--- src/rtl/fetch_queue_unit_pkg.sv ---
// Shared types and constants for the fetch queue front end.
package fetch_queue_unit_pkg;

    localparam int unsigned PC_INCR         = 4;
    localparam int unsigned DEFAULT_PC_W    = 32;
    localparam int unsigned DEFAULT_INSTR_W = 32;

    // Default queue entry; the top level redeclares it at its own widths.
    typedef struct packed {
        logic [DEFAULT_PC_W-1:0]    pc;
        logic [DEFAULT_INSTR_W-1:0] instr;
    } fetch_entry_t;

endpackage

--- src/rtl/fetch_queue_unit_if.sv ---
// I-cache request/response and decode-side handshake bundle for fetch_queue_unit.
interface fetch_queue_unit_if
    import fetch_queue_unit_pkg::*;
#(
    parameter int unsigned PC_W        = DEFAULT_PC_W,
    parameter int unsigned INSTR_W     = DEFAULT_INSTR_W,
    parameter int unsigned QUEUE_DEPTH = 4
);
    localparam int unsigned OCC_W = $clog2(QUEUE_DEPTH + 1);

    logic               take_branch;
    logic [PC_W-1:0]    branch_loc;
    logic               icache_req_valid;
    logic               icache_req_ready;
    logic [PC_W-1:0]    icache_req_pc;
    logic               icache_resp_valid;
    logic [INSTR_W-1:0] icache_resp_instr;
    logic [INSTR_W-1:0] instr_to_decode;
    logic [PC_W-1:0]    pc_to_decode;
    logic               valid;
    logic               ready;
    logic [OCC_W-1:0]   occupancy;

    modport master (
        input  take_branch, branch_loc, icache_req_ready,
        input  icache_resp_valid, icache_resp_instr, ready,
        output icache_req_valid, icache_req_pc,
        output instr_to_decode, pc_to_decode, valid, occupancy
    );

    modport slave (
        output take_branch, branch_loc, icache_req_ready,
        output icache_resp_valid, icache_resp_instr, ready,
        input  icache_req_valid, icache_req_pc,
        input  instr_to_decode, pc_to_decode, valid, occupancy
    );

endinterface

--- src/rtl/fetch_queue_unit_fifo.sv ---
// Synchronous instruction queue with flush; head holds its last shown value while empty.
module fetch_fifo
    import fetch_queue_unit_pkg::*;
#(
    parameter type         T     = fetch_entry_t,
    parameter int unsigned DEPTH = 4
) (
    input  logic                       clk,
    input  logic                       rst_n,
    input  logic                       flush,
    input  logic                       push,
    input  T                           push_data,
    input  logic                       pop,
    output T                           head,
    output logic [$clog2(DEPTH+1)-1:0] count
);
    localparam int unsigned AW = $clog2(DEPTH);
    localparam int unsigned CW = $clog2(DEPTH + 1);

    T                mem [DEPTH];
    T                held;
    logic [AW-1:0]   rd_ptr;
    logic [AW-1:0]   wr_ptr;

    always_ff @(posedge clk) begin
        if (push && !flush) begin
            mem[wr_ptr] <= push_data;
        end
    end

    always_ff @(posedge clk or negedge rst_n) begin
        if (!rst_n) begin
            rd_ptr <= '0;
            wr_ptr <= '0;
            count  <= '0;
            held   <= '0;
        end else begin
            held <= head;
            if (flush) begin
                rd_ptr <= '0;
                wr_ptr <= '0;
                count  <= '0;
            end else begin
                if (push) begin
                    wr_ptr <= wr_ptr + AW'(1);
                end
                if (pop) begin
                    rd_ptr <= rd_ptr + AW'(1);
                end
                count <= count + CW'(push) - CW'(pop);
            end
        end
    end

    // Full-queue push+pop writes the slot being read; the read sees the old entry.
    assign head = (count != '0) ? mem[rd_ptr] : held;

endmodule

--- src/rtl/fetch_queue_unit.sv ---
// Fetch stage: credit-limited I-cache requests, in-order responses, instruction queue, redirect flush.
module fetch_queue_unit
    import fetch_queue_unit_pkg::*;
#(
    parameter int unsigned     PC_W            = DEFAULT_PC_W,
    parameter int unsigned     INSTR_W         = DEFAULT_INSTR_W,
    parameter logic [PC_W-1:0] RESET_PC        = '0,
    parameter int unsigned     QUEUE_DEPTH     = 4,
    parameter int unsigned     MAX_OUTSTANDING = 2
) (
    input  logic               clk,
    input  logic               reset,
    fetch_queue_unit_if.master bus
);
    localparam int unsigned OW    = $clog2(MAX_OUTSTANDING + 1);
    localparam int unsigned OCC_W = $clog2(QUEUE_DEPTH + 1);

    typedef struct packed {
        logic [PC_W-1:0]    pc;
        logic [INSTR_W-1:0] instr;
    } entry_t;

    logic [PC_W-1:0]  fetch_pc;
    logic [PC_W-1:0]  resp_pc;
    logic [PC_W-1:0]  branch_pc;
    logic [OW-1:0]    outstanding;
    logic [OW-1:0]    outstanding_nxt;
    logic [OW-1:0]    drop_cnt;
    logic [OCC_W-1:0] count;
    logic             credit_ok;
    logic             req_valid;
    logic             fire;
    logic             push;
    logic             pop;
    entry_t           push_entry;
    entry_t           head;

    assign branch_pc = bus.branch_loc & ~PC_W'(3);

    always_comb begin
        credit_ok = (outstanding < OW'(MAX_OUTSTANDING))
                 && ((32'(outstanding) + 32'(count)) < QUEUE_DEPTH);
        req_valid = reset && !bus.take_branch && credit_ok;
        fire      = req_valid && bus.icache_req_ready;
        outstanding_nxt = outstanding + OW'(fire) - OW'(bus.icache_resp_valid);
        push      = bus.icache_resp_valid && !bus.take_branch && (drop_cnt == '0);
        pop       = (count != '0) && bus.ready && !bus.take_branch;
        push_entry.pc    = resp_pc;
        push_entry.instr = bus.icache_resp_instr;
    end

    always_ff @(posedge clk or negedge reset) begin
        if (!reset) begin
            fetch_pc    <= RESET_PC;
            resp_pc     <= RESET_PC;
            outstanding <= '0;
            drop_cnt    <= '0;
        end else begin
            outstanding <= outstanding_nxt;
            if (bus.take_branch) begin
                fetch_pc <= branch_pc;
                resp_pc  <= branch_pc;
                // Every request still in flight after this edge is stale, including
                // any left over from an earlier redirect, so this is remaining + new.
                drop_cnt <= outstanding_nxt;
            end else begin
                if (fire) begin
                    fetch_pc <= fetch_pc + PC_W'(PC_INCR);
                end
                if (bus.icache_resp_valid) begin
                    if (drop_cnt != '0) begin
                        drop_cnt <= drop_cnt - OW'(1);
                    end else begin
                        resp_pc <= resp_pc + PC_W'(PC_INCR);
                    end
                end
            end
        end
    end

    fetch_fifo #(
        .T     (entry_t),
        .DEPTH (QUEUE_DEPTH)
    ) u_fifo (
        .clk       (clk),
        .rst_n     (reset),
        .flush     (bus.take_branch),
        .push      (push),
        .push_data (push_entry),
        .pop       (pop),
        .head      (head),
        .count     (count)
    );

    assign bus.icache_req_valid = req_valid;
    assign bus.icache_req_pc    = fetch_pc;
    assign bus.instr_to_decode  = head.instr;
    assign bus.pc_to_decode     = head.pc;
    assign bus.valid            = (count != '0);
    assign bus.occupancy        = count;

endmodule

--- src/flat_wrapper.sv ---
// flat-port wrapper written by rule: the top's interface ports become plain ports
module fetch_queue_unit_flat import fetch_queue_unit_pkg::*;
#(
    parameter int unsigned     PC_W            = DEFAULT_PC_W,
    parameter int unsigned     INSTR_W         = DEFAULT_INSTR_W,
    parameter logic [PC_W-1:0] RESET_PC        = '0,
    parameter int unsigned     QUEUE_DEPTH     = 4,
    parameter int unsigned     MAX_OUTSTANDING = 2
)
  (clk, reset, bus_take_branch, bus_branch_loc, bus_icache_req_ready, bus_icache_resp_valid, bus_icache_resp_instr, bus_ready, bus_icache_req_valid, bus_icache_req_pc, bus_instr_to_decode, bus_pc_to_decode, bus_valid, bus_occupancy);
  fetch_queue_unit_if #(.PC_W(PC_W), .INSTR_W(INSTR_W), .QUEUE_DEPTH(QUEUE_DEPTH)) bus_i ();
  input  logic clk;
  input  logic reset;
  input wire logic [$bits(bus_i.take_branch)-1:0] bus_take_branch;
  input wire logic [$bits(bus_i.branch_loc)-1:0] bus_branch_loc;
  input wire logic [$bits(bus_i.icache_req_ready)-1:0] bus_icache_req_ready;
  input wire logic [$bits(bus_i.icache_resp_valid)-1:0] bus_icache_resp_valid;
  input wire logic [$bits(bus_i.icache_resp_instr)-1:0] bus_icache_resp_instr;
  input wire logic [$bits(bus_i.ready)-1:0] bus_ready;
  output wire logic [$bits(bus_i.icache_req_valid)-1:0] bus_icache_req_valid;
  output wire logic [$bits(bus_i.icache_req_pc)-1:0] bus_icache_req_pc;
  output wire logic [$bits(bus_i.instr_to_decode)-1:0] bus_instr_to_decode;
  output wire logic [$bits(bus_i.pc_to_decode)-1:0] bus_pc_to_decode;
  output wire logic [$bits(bus_i.valid)-1:0] bus_valid;
  output wire logic [$bits(bus_i.occupancy)-1:0] bus_occupancy;
  assign bus_i.take_branch = bus_take_branch;
  assign bus_i.branch_loc = bus_branch_loc;
  assign bus_i.icache_req_ready = bus_icache_req_ready;
  assign bus_i.icache_resp_valid = bus_icache_resp_valid;
  assign bus_i.icache_resp_instr = bus_icache_resp_instr;
  assign bus_i.ready = bus_ready;
  assign bus_icache_req_valid = bus_i.icache_req_valid;
  assign bus_icache_req_pc = bus_i.icache_req_pc;
  assign bus_instr_to_decode = bus_i.instr_to_decode;
  assign bus_pc_to_decode = bus_i.pc_to_decode;
  assign bus_valid = bus_i.valid;
  assign bus_occupancy = bus_i.occupancy;
  fetch_queue_unit #(.PC_W(PC_W), .INSTR_W(INSTR_W), .RESET_PC(RESET_PC), .QUEUE_DEPTH(QUEUE_DEPTH), .MAX_OUTSTANDING(MAX_OUTSTANDING)) u_core (.clk(clk), .reset(reset), .bus(bus_i));
endmodule
--- config.mk ---
export PLATFORM = sky130hd
export DESIGN_NAME = fetch_queue_unit_flat
export DESIGN_NICKNAME = d
export VERILOG_FILES = /design/src/rtl/fetch_queue_unit_pkg.sv /design/src/rtl/fetch_queue_unit_if.sv /design/src/rtl/fetch_queue_unit_fifo.sv /design/src/rtl/fetch_queue_unit.sv /design/src/flat_wrapper.sv
export SDC_FILE = /design/constraint.sdc
export NUM_CORES = 1
export LEC_CHECK = 0
export BUFFER_PORTS_ARGS = -buffer_cell sky130_fd_sc_hd__buf_4
export CORE_ASPECT_RATIO = 1.5
export CORE_MARGIN = 3
export CORE_UTILIZATION = 55
export DETAILED_ROUTE_END_ITERATION = 10
export PLACE_DENSITY = 0.76
export SLEW_MARGIN = 0
export SYNTH_ARGS = -nofsm -noshare
export SYNTH_HDL_FRONTEND = slang
export SYNTH_SLANG_ARGS = --single-unit
--- constraint.sdc ---
create_clock -name clk -period 3.4 [get_ports clk]
set_input_delay 0.68 -clock clk [delete_from_list [all_inputs] [get_ports clk]]
set_output_delay 0.68 -clock clk [all_outputs]
set_load 0.005 [all_outputs]
# Word-level counts from Yosys, hierarchy flattened
# Memory sizes are Yosys's and may differ from the RTL's.
# Cells that the tools add are included.
dict set report classes {
  addsub 10
  order_cmp 2
  eq_ne 1
  n_mux 16
  n_reduce_logical 20
}
# op n
set op_table {}
lappend op_table {{$mux W32} 5}
lappend op_table {{$add A32 B3 Y32 const B} 2}
lappend op_table {{$mux W64} 1}
lappend op_table {{$lt A32 B3 Y1 const B} 1}
lappend op_table {{$mux W2} 7}
lappend op_table {{$reduce_bool A2 Y1} 6}
lappend op_table {{$logic_and A1 B1 Y1} 9}
lappend op_table {{$add A2 B1 Y2 const B} 2}
lappend op_table {{$add A2 B3 Y4} 1}
lappend op_table {{$reduce_and A2 Y1} 2}
lappend op_table {{$add A3 B1 Y3} 1}
lappend op_table {{$mux W3} 1}
lappend op_table {{$reduce_bool A3 Y1} 1}
lappend op_table {{$sub A3 B1 Y3} 1}
lappend op_table {{$add A2 B1 Y2} 1}
lappend op_table {{$logic_not A2 Y1} 1}
lappend op_table {{$lt A2 B2 Y1 const B} 1}
lappend op_table {{$mux W1} 2}
lappend op_table {{$ne A2 B2 Y1 const B} 1}
lappend op_table {{$sub A2 B1 Y2} 1}
lappend op_table {{$sub A2 B1 Y2 const B} 1}
lappend op_table {{$logic_not A1 Y1} 1}
dict set report totals {
  regBits 139
  ramBits 256
  mem_count 1
}
# name depth word_bits rd rd_clocked_by_memory_dff write_ports line
set memory_table {}
lappend memory_table {u_core.u_fifo.mem 4 64 1 0 1 fetch_queue_unit_fifo.sv:20} ;# T mem [DEPTH];

# Longest topological paths before layout
dict set report logic_depth {
  word_depth 8
  depth_mapped 12
}

# Cells and area by module
# A second synthesis with hierarchy kept.
dict set report hier_totals {
  cells_unflattened 923
  area_unflattened_um2 15832.7
}
# mod n_inst cells_per_inst area_each_um2 seq_area_each_um2
set by_module_without_submodules {}
lappend by_module_without_submodules {fetch_fifo 1 507 12011.5 9464.1}
lappend by_module_without_submodules {fetch_queue_unit 1 416 3821.2 1601.5}

# Least setup slack after synthesis
# No wires, ideal clock.
dict set report synth_path {
  path_kind {input-to-reg}
  from {input port bus_take_branch}
  to {memory u_core.u_fifo.mem[3][0] (netlist name) (enable)}
  arrival_time_ns 2.739
  required_time_ns 2.973
  setup_slack_ns 0.235
  stages 4
  path_buffers 2
  path_cell_list {buf_6 > clkinv_1 > clkbuf_1 > and3_1}
}
dict set report synth_between {
  elab_chain_len 6
}
# element line
set synth_rtl {}
lappend synth_rtl {{from (decl)} flat_wrapper.sv:14} ;# input wire logic [$bits(bus_i.take_branch)-1:0] bus_take_branch;
lappend synth_rtl {{$logic_not A1 Y1 *} {fetch_queue_unit_fifo.sv:26, fetch_queue_unit.sv:46}}
lappend synth_rtl {{$logic_and A1 B1 Y1 (2 in a row)} fetch_queue_unit.sv:46} ;# push = bus.icache_resp_valid && !bus.take_branch && (drop_cnt == '0);
lappend synth_rtl {{$logic_and A1 B1 Y1 *} fetch_queue_unit_fifo.sv:26} ;# if (push && !flush) begin
lappend synth_rtl {{$mux W1 *} fetch_queue_unit_fifo.sv:26}
lappend synth_rtl {{$mux W1 (not written as such) *} fetch_queue_unit_fifo.sv:27} ;# mem[wr_ptr] <= push_data;
lappend synth_rtl {{to (decl)} fetch_queue_unit_fifo.sv:20}
# Mark *: on every way between the ends. The rest lies on a longest branch, timed or not.

# Worst setup path after layout
dict set report layout_path {
  from {register u_core.u_fifo.rd_ptr[0]}
  to {output port bus_pc_to_decode[15]}
}
dict set report layout_between {
  elab_chain_len 2
}
# element line
set layout_rtl {}
lappend layout_rtl {{from (decl)} fetch_queue_unit_fifo.sv:22} ;# logic [AW-1:0] rd_ptr;
lappend layout_rtl {{from (signal assigned)} fetch_queue_unit_fifo.sv:48} ;# rd_ptr <= rd_ptr + AW'(1);
lappend layout_rtl {{$mem_v2 Z4 W64} -}
lappend layout_rtl {{$mux W64} fetch_queue_unit_fifo.sv:56} ;# assign head = (count != '0) ? mem[rd_ptr] : held;
lappend layout_rtl {{to (decl)} flat_wrapper.sv:23} ;# output wire logic [$bits(bus_i.pc_to_decode)-1:0] bus_pc_to_decode;
# No other way between the ends.

==> impl_results.md <==
- Adder-Cell Fraction of Synth Area: 1.10%
- Clock power frac: approximately 28%
- Routed Antenna Nets: 0
- Chip Width: roughly 140 µm
- DP Area: 17300 µm²
- Critical Path RT: 2.72 ns
- Placer congestion estimate: 0.887
- Sequential area share after synthesis: a little over two thirds
- Commonest non-fill, non-tap cell in the layout: edfxtp_1
- Crit Reg-Reg Startpoint: u_core.u_fifo.count[1]$_DFF_PN0_
- Vias: around 8800
- Placed cell count: between 1000 and 1500
- Clk root buf: clkbuf_16
- Clock Skew: approximately 0.013 ns
- TritonRoute pass-1 iters: 7
- I/O Buffers: ~170
- Measured slew at the worst slew-check pin: around 0.82 ns
- Cell Chain, Critical Path: buf_4 -> mux4_2 -> nand2_1 -> nand2_1 -> buf_4
- Switching pwr: about 4 mW
- Synth unique cells: 56
- CTS tree: built
- P&R area growth vs syn: 18.5%
- Delay of the slowest cell on the worst path: roughly 0.65 ns
- CTS Sinks: between 300 and 400
- Antenna violations before repair: 0
- DRT iter0 DRCs: ~420
- CTS Buffer Depth: 3
- Core ar.: 27500 µm²
- Post-DR wirelength/cell: 20.6 µm
- # hold bufs at CTS: 0
- Row count: 74
- Ys flop type: edfxtp_1
- Max Cap Viol: 0
- Synthesized area per cell: 15.5 µm²
- Routed WL: 31.9 mm
- EDFF count, synth: around 250
- Max transition margin: 45.6%
- Xor/xnor cell area share of the yosys netlist: slightly above 3%
- Share of cells above drive strength 1: 29.7%
- Vias in the first global route: ~9300
- Setup CP Type: flip-flop to primary output
- Register bit total from synthesis: approximately 380
- Pwr Density: roughly 760 nW/µm²
- Die H: 212 µm
- Logic pwr share: 28.8%
- RSZ-0062 raised after global routing: false
- Static Leak: just over 7 nW
- Fin crit period: 3.01 ns
- Hold WC Path Type: input pin to async pin
- Synth async-reset ratio: 35.2%
- GR Overflow Total: 0
- First-pass GRT wire length: between 50 and 60 mm
- Diode count: 0
- Startpoint Class: flip-flop
- Starting density of the core: a little under three fifths
- Mapped Area: 15500 µm²
- Worst path arrival time: 2.33 ns
- Io pins: 171
- Reg power frac: between 40% and 50%
- Max VDD drop: around 570 µV
- Tcrit/Tclk final: a little under 90%
- Syn. warnings: 0
- Synth Instances: approximately 1000
- CP max FO: 16
- Worst Setup SP: u_core.u_fifo.rd_ptr[0]$_DFFE_PN0P_
- Die area: 30300 µm²
- Slowest stage cell, crit path: dfrtp_4
- TNS Setup: 0 ns
- Nets@finish: 1265
- Mux cell area share after synthesis: between 10% and 20%
- Clock-pin slew on the worst setup and hold paths: 0.06 ns
- Commonest cells after routing, fill and taps aside: edfxtp_1, nand2_1, buf_4
- Compound-Gate Fraction of Synth Area: ~1.6%
- Final Hold Fails: 0
- Fmax: roughly 0.33 GHz
- R2R setup slack: approximately 1 ns
- CP endpoint kind: primary output
- Setup violators final: 0
- Final Slew Violations: 0
- Post-CTS sizing: 0
- Total global-route track usage: 21.6%
- Switching share of power: 29.1%
- CTS H-tree lvls: 2
- Outcome: finished clean
- Pin count of the biggest net entering global routing: 65
- DP HPWL: roughly 20 mm
- Post-CTS setup buffers: 0
- DRC viols: 0
- Via density: 5.67
- Pwr Total: 13.9 mW
- Total CTS buffers: 36
- Final instance area: roughly 18000 µm²
- Clock Latency Late Sink: approximately 0.51 ns
- Int Power: ~9.9 mW
- Synth Area in Simple Gates: 11.0%
- Largest family of logic cells by synthesized area: multiplexers
- Non-Filler Instances: about 1600
synth_stat cells, drive strengths merged (7+ instances only):
cell,number,area (µm²)
xor2,19,166
nand3,27,148
clkbuf,29,109
mux2,34,387
and3,17,106
nor2,25,93.8
and2,7,43.8
nor3,16,113
edfxtp,248,7450
nor4,11,128
inv,18,67.6
buf,16,93.8
nand4,25,178
xnor2,36,315
dfrtp,135,3380
mux4,62,1400
nand2,209,785
and4,8,70.1
ha,12,150
a21oi,9,45.0
worst max-delay path: cells and delay by family, from the launching register on:
kind	cells	cell delay [ns]
flops	1	0.65
simple gates	2	0.16
mux	1	0.53
buf+inv	2	0.46
routing by layer:
layer	global-route usage [%]	part of all wire [%]
met1	26.7	38
met2	38.4	54
met3	3.82	5.1
met4	7.38	2.6
met5	0	0
state kept, by name (all words and copies together) (netlist names):
| register | count |
|---|---|
| u_core.drop_cnt | 2 |
| u_core.u_fifo.count | 3 |
| u_core.resp_pc | 30 |
| u_core.outstanding | 2 |
| u_core.u_fifo.mem | 248 |
| u_core.u_fifo.held | 64 |
| u_core.bus.icache_req_pc | 30 |
| u_core.u_fifo.wr_ptr | 2 |
| u_core.u_fifo.rd_ptr | 2 |
worst paths after layout:
kind	endpoint	cells past startpoint
hold reg to reg	u_core.u_fifo.held[18]$_DFF_PN0_	2
hold / removal	u_core.u_fifo.held[12]$_DFF_PN0_	2
max in group asynchronous	u_core.u_fifo.rd_ptr[0]$_DFFE_PN0P_	3
setup reg to reg	u_core.u_fifo.count[2]$_DFF_PN0_	11
setup / recovery	bus_pc_to_decode[15]	5
min in group clk	u_core.u_fifo.mem[1][11]$_DFFE_PP_	1
cell type report:
class / instances / area (µm²)
repair buffers: 185 / 1490
inverters: 19 / 71.3
clock buffers: 48 / 987
well taps: 342 / 428
flip-flops and latches: 383 / 10800
multi-input cells: 557 / 4440
clock inverters: 16 / 151
fillers: 1904 / 9090
power groups by stage:
stage	registers, mW	clock network (mW)	logic (mW)
6_report	6.01	3.88	4.00
5_1_grt	6.09	4.17	4.44
4_1_cts	6.02	3.98	4.13
3_5_place_dp	6.11	0	4.11
3_3_place_gp	6.07	0	4.02
2_1_floorplan	5.95	0	2.20
cell families (layout without fill, tap and decap cells):
logic type,count (synthesis),in the layout
DFF,383,383
adders and majority gates,13,13
muxes,99,99
other,1,2
and+or+nand+nor,353,353
xor gates and xnor gates,55,55
buffers and inverters,64,268
AOI/OAI and AO/OA,35,35
metrics by stage:
stage / hold WS [ns] / util, % / worst slack, ns
4_1_cts: 0.228 / 66.9 / 0.313
6_report: 0.239 / 66.9 / 0.390
3_5_place_dp: 0.453 / 62.8 / 0.879
3_3_place_gp: 0.447 / 62.8 / 0.900
2_1_floorplan: 0.384 / - / 0.235
5_1_grt: 0.243 / 66.9 / 0.232
Note: power is estimated with default switching activity, not from simulation.
